`config.mk`:
```
export PLATFORM = sky130hd
export DESIGN_NAME = sort_n_pipe
export DESIGN_NICKNAME = d
export VERILOG_FILES = /design/src/rtl/dip_sort_pkg.sv /design/src/rtl/sort_cmp_swap.sv /design/src/rtl/sort_n_pipe.sv
export SDC_FILE = /design/constraint.sdc
export NUM_CORES = 1
export LEC_CHECK = 0
export BUFFER_PORTS_ARGS = -buffer_cell sky130_fd_sc_hd__buf_2
export CORE_MARGIN = 2
export CORE_UTILIZATION = 68
export CTS_BUF_LIST = sky130_fd_sc_hd__clkbuf_8
export DETAILED_ROUTE_END_ITERATION = 16
export PLACE_DENSITY = 0.89
export SYNTH_ARGS = -nofsm -noshare
export SYNTH_HDL_FRONTEND = slang
export SYNTH_HIERARCHICAL = 1
export SYNTH_SLANG_ARGS = --single-unit
```
`constraint.sdc`:
```
create_clock -name clk -period 22.4 [get_ports clk]
set_input_delay 3.36 -clock clk [delete_from_list [all_inputs] [get_ports clk]]
set_output_delay 3.36 -clock clk [all_outputs]
set_load 0.01 [all_outputs]
```
`src/rtl/dip_sort_pkg.sv`:
```
// Shared types, defaults and lane helpers for the dip_median rank-order sorter.
// Latency: n/a (package, no logic).
// Backpressure: n/a.
package dip_sort_pkg;

  localparam int DEF_DAT_WDTH = 8;
  localparam int DEF_NUM_VAL  = 5;

  // Default-width lane type, for blocks that run at the default sample width.
  typedef logic [DEF_DAT_WDTH-1:0] dflt_lane_t;

  // Sorted lane that holds the median of an odd-sized window.
  function automatic int med_idx(input int num_val);
    return num_val / 2;
  endfunction

  localparam int DEF_MED_IDX = med_idx(DEF_NUM_VAL);

  // LSB position of a lane inside a flat packed lane vector.
  function automatic int lane_lsb(input int lane, input int dat_wdth);
    return lane * dat_wdth;
  endfunction

  // True when lane is the low member of a compare pair in the given pass
  // of the odd-even transposition network.
  function automatic bit pair_lo(input int lane, input int pass, input int num_val);
    return ((lane % 2) == (pass % 2)) && (lane < (num_val - 1)) && (lane >= 0);
  endfunction

endpackage

```
`src/rtl/sort_cmp_swap.sv`:
```
// Single unsigned compare-exchange: lo_o gets the smaller, hi_o the larger.
// Latency: combinational.
// Backpressure: none; swaps only on strict a_i > b_i so equal values keep their lanes.
module sort_cmp_swap
  import dip_sort_pkg::*;
#(
  parameter int DAT_WDTH = DEF_DAT_WDTH
) (
  input  logic [DAT_WDTH-1:0] a_i,
  input  logic [DAT_WDTH-1:0] b_i,
  output logic [DAT_WDTH-1:0] lo_o,
  output logic [DAT_WDTH-1:0] hi_o
);

  logic swap;

  assign swap = (a_i > b_i);
  assign lo_o = swap ? b_i : a_i;
  assign hi_o = swap ? a_i : b_i;

endmodule

```
`src/rtl/sort_n_pipe.sv`:
```
// Pipelined odd-even transposition sorter returning min, median, max and a selectable k-th value.
// Latency: NUM_VAL register stages; accepted at edge T, out_valid after edge T+NUM_VAL-1.
// Backpressure: global stall; out_valid & ~out_ready freezes every stage and drops in_ready the same cycle.
module sort_n_pipe
  import dip_sort_pkg::*;
#(
  parameter  int DAT_WDTH = DEF_DAT_WDTH,
  parameter  int NUM_VAL  = DEF_NUM_VAL,
  localparam int RNK_WDTH = $clog2(NUM_VAL)
) (
  input  logic                         clk,
  input  logic                         rst_n,
  input  logic                         sw_rst_n,
  input  logic                         in_valid,
  output logic                         in_ready,
  input  logic [NUM_VAL*DAT_WDTH-1:0]  in_data,
  input  logic [RNK_WDTH-1:0]          in_rank,
  output logic                         out_valid,
  input  logic                         out_ready,
  output logic [DAT_WDTH-1:0]          out_min,
  output logic [DAT_WDTH-1:0]          out_med,
  output logic [DAT_WDTH-1:0]          out_max,
  output logic [DAT_WDTH-1:0]          out_rank_val
);

  // Lane stages ahead of the output register; the last pass feeds the output stage directly.
  localparam int                NUM_STG = NUM_VAL - 1;
  localparam int                MED_IDX = med_idx(NUM_VAL);
  localparam logic [RNK_WDTH-1:0] RNK_MAX = RNK_WDTH'(NUM_VAL - 1);

  if ((NUM_VAL < 3) || ((NUM_VAL % 2) == 0)) begin : g_bad_num_val
    $error("sort_n_pipe: NUM_VAL must be odd and >= 3");
  end

  typedef logic [NUM_VAL-1:0][DAT_WDTH-1:0] lanes_t;

  logic                clr;
  logic                advance;
  lanes_t              in_lanes;
  logic [RNK_WDTH-1:0] rank_d;

  lanes_t              pass_in  [NUM_VAL];
  lanes_t              pass_out [NUM_VAL];

  lanes_t              lanes_q [NUM_STG];
  logic [RNK_WDTH-1:0] rank_q  [NUM_STG];
  logic [NUM_STG-1:0]  vld_q;

  logic                out_valid_q;
  logic [DAT_WDTH-1:0] out_min_q;
  logic [DAT_WDTH-1:0] out_med_q;
  logic [DAT_WDTH-1:0] out_max_q;
  logic [DAT_WDTH-1:0] out_rank_val_q;

  // Either reset source clears the whole pipe; no handshake is taken while it is asserted.
  assign clr      = ~rst_n | ~sw_rst_n;
  assign advance  = ~out_valid_q | out_ready;
  assign in_ready = advance & ~clr;

  // Unpack the flat input bus into lanes and clamp out-of-range ranks to the max lane.
  always_comb begin
    in_lanes = '0;
    for (int i = 0; i < NUM_VAL; i++) begin
      in_lanes[i] = in_data[lane_lsb(i, DAT_WDTH) +: DAT_WDTH];
    end
    rank_d = (in_rank > RNK_MAX) ? RNK_MAX : in_rank;
  end

  // One compare-exchange column per pass; lanes without a partner pass straight through.
  for (genvar s = 0; s < NUM_VAL; s++) begin : g_pass
    if (s == 0) begin : g_src_in
      assign pass_in[s] = in_lanes;
    end else begin : g_src_stg
      assign pass_in[s] = lanes_q[s-1];
    end

    for (genvar i = 0; i < NUM_VAL; i++) begin : g_lane
      if (pair_lo(i, s, NUM_VAL)) begin : g_cmp
        sort_cmp_swap #(
          .DAT_WDTH (DAT_WDTH)
        ) u_cmp (
          .a_i  (pass_in[s][i]),
          .b_i  (pass_in[s][i+1]),
          .lo_o (pass_out[s][i]),
          .hi_o (pass_out[s][i+1])
        );
      end else if (!pair_lo(i - 1, s, NUM_VAL)) begin : g_thru
        assign pass_out[s][i] = pass_in[s][i];
      end
    end
  end

  // Lane stage registers: data, rank and valid move together, only when the pipe advances.
  always_ff @(posedge clk) begin
    if (clr) begin
      vld_q <= '0;
      for (int s = 0; s < NUM_STG; s++) begin
        lanes_q[s] <= '0;
        rank_q[s]  <= '0;
      end
    end else if (advance) begin
      vld_q[0]   <= in_valid;
      lanes_q[0] <= pass_out[0];
      rank_q[0]  <= rank_d;
      for (int s = 1; s < NUM_STG; s++) begin
        vld_q[s]   <= vld_q[s-1];
        lanes_q[s] <= pass_out[s];
        rank_q[s]  <= rank_q[s-1];
      end
    end
  end

  // Output stage: registers the final pass; data only updates on a real result so bubbles leave it alone.
  always_ff @(posedge clk) begin
    if (clr) begin
      out_valid_q    <= 1'b0;
      out_min_q      <= '0;
      out_med_q      <= '0;
      out_max_q      <= '0;
      out_rank_val_q <= '0;
    end else if (advance) begin
      out_valid_q <= vld_q[NUM_STG-1];
      if (vld_q[NUM_STG-1]) begin
        out_min_q      <= pass_out[NUM_VAL-1][0];
        out_med_q      <= pass_out[NUM_VAL-1][MED_IDX];
        out_max_q      <= pass_out[NUM_VAL-1][NUM_VAL-1];
        out_rank_val_q <= pass_out[NUM_VAL-1][rank_q[NUM_STG-1]];
      end
    end
  end

  assign out_valid    = out_valid_q;
  assign out_min      = out_min_q;
  assign out_med      = out_med_q;
  assign out_max      = out_max_q;
  assign out_rank_val = out_rank_val_q;

endmodule

```
==> run metrics <==
Routability Congestion=0.861; final period utilization=0.337; sequential fraction of the synthesis area=0.460; Critical Path AT=4180 ps; Netlist cell types=31; Die Y=141 um; final net count=1206; r2r startpoint=out_valid; DRC violations left=0; CORE AREA=18600 um^2; synth warn=6; IO Pins=82; Synth Register Bits=209; hpwl dp=15.0 mm; CTS buffer count=35; pwr/cell area=62.7 nW/um^2; hold_sp=vld_q[0]; most common cell after layout, fill and taps aside=edfxtp_1; Mapped Nets=1133; most used cell, CP=buf_2; delay-heaviest family, CP=buffers and inverters; cts repair resizes=0; Die X-Extent=141 um; fin util=0.741; most frequent cells in the layout=edfxtp_1 (172), and2_1 (170), mux2_4 (101); Starting Density=0.689; TritonCTS Sinks=209; RSZ-0062 raised after global routing=false; Overall Global Routing Usage=0.220; EDFF count, synth=172; Peak Freq=133 MHz; critical path buffer and inverter count=3; die area=20000 um^2; crit path launch=sw_rst_n; Max Cap Viol=0; initial antenna violation count=0; maximum number of pins on one net before global-route repair=168; First-pass DRT Iterations=5; DR vias/cell=5.64; Worst Hold Class=reg2reg; Hold Vio Cnt, Final=0; Tmin final=7540 ps; data required time of the worst path=19040 ps; worst slew pin tran=1270 ps; Crit. End Element=output pin; final number of setup-violating endpoints=0; via count=7548; Worst Clk Skew=32.5 ps; critical path cell sequence=buf_2 > nand2_1 > buf_4 > nor2_8 > buf_2; CTS tree=yes; Max stage delay on crit path=400 ps; Startpoint Class=input port; CP Class=in2out; final WL=21.4 mm; Port-buffer cells=81; CTS H-tree depth=2; Antenna Cells=0; Worst-path clk slew=60 ps; postcts setup bufs=0; Reg area=5910 um^2; Antenna Violating Nets Remaining=0; status=complete, no violations; filler cell count=1161; row count=50; Primary FF master, synth=edfxtp_1; share of post-route cells with drive strength above 1=0.327; clock root cell=clkbuf_8; Slew headroom=0.151; Area Growth Syn to Fin=7.61%; Lkg Pwr=6.20 nW; initial drt markers=385; Synth Instances=1005; Post-CTS Hold Buffers=0; area occupied by multi-input gates=6230 um^2; CP max FO=40; total grt overflow=0; WL/cell=16.0 um; FFs w/ async S/R, synth=0; Mean Syn Cell Area=12.8 um^2; CP max stage cell=buf_4; clock buffer depth=3; first-pass GRT wire length=35.7 mm; Max VDD drop=58.3 uV; vias in the first global route=7524; Slew Limit Fails=0; Netlist Area Pre-Place=12800 um^2; worst-skew pair later-pin latency=520 ps; Setup TNS=0 ps
worst min-delay path: stages, from the launching register on:
cell,delay (ps)
dfxtp_1,310
nand2_1,50
a21oi_1,50
cells in the mapped netlist, types with 11 or more instances:
master    instances  area (um^2)
and2_1          170         1060
dfxtp_1          37          741
buf_12           11          220
nand2_1          27          101
o21ai_0          24          120
ha_1             80         1000
mux2_4          101         1520
a21oi_1          67          335
clkbuf_1         16         60.1
edfxtp_1        172         5160
nand3_1          25          125
buf_2            19         95.1
inv_1            82          308
mux2_2           68          766
cells by family (layout without fill, tap and decap cells):
kind of cell | after synthesis | in the layout | synth area share
adders and majority gates | 80 | 80 | 0.0779
muxes | 176 | 176 | 0.184
and+or+nand+nor | 261 | 261 | 0.131
buffers and inverters | 132 | 231 | 0.0561
DFF | 209 | 209 | 0.460
AOI/OAI and AO/OA | 147 | 147 | 0.0912
state kept, by name (all words and copies together), names as in the netlist:
signal and count:
vld_q 4, rank_q 12, out_max 8, out_valid 1
out_min 8, lanes_q 160, out_rank_val 8, out_med 8
layout make-up:
class                   instances  area share
inverters                      82      0.0223
flip-flops and latches        209       0.427
clock inverters                27      0.0104
well taps                     234      0.0212
clock buffers                  36      0.0358
repair buffers                 86      0.0320
multi-input cells             664       0.451
power breakdown:
part	internal (mW)	total, mW	switching (mW)
clock network	0.162	0.304	0.142
registers	0.426	0.432	0.00605
logic	0.0687	0.132	0.0631
total	0.656	0.867	0.211
worst paths after layout:
path | end | slack [ps] | depth (start not counted)
setup / recovery | in_ready | 14860 | 5
hold / removal | vld_q[0] | 450 | 2
setup reg to reg | lanes_q[1][12] | 19380 | 5
hold reg to reg | vld_q[0] | 450 | 2
routing by layer:
layer / vias up / track usage / routed length (um)
met3: 49 / 0.0388 / 889
met1: 3539 / 0.258 / 8740
met2: 181 / 0.406 / 11200
met4: 0 / 0.0789 / 602
met5: - / 0 / 0
li1: 3779 / - / -
per-stage QoR:
| step | hold WS (ps) | instances | power [mW] | instance area [um^2] | setup slack [ps] |
|---|---|---|---|---|---|
| global route | 471 | 1338 | 0.903 | 13800 | 14810 |
| finish | 453 | 1338 | 0.867 | 13800 | 14860 |
| global placement | 442 | 1275 | 0.567 | 13200 | 14890 |
| floorplan | 432 | 1005 | 0.565 | 12800 | 12940 |
| CTS | 458 | 1338 | 0.875 | 13800 | 14860 |
| detailed placement | 450 | 1275 | 0.571 | 13200 | 14870 |
No activity file was read; power rests on OpenSTA's default activity.
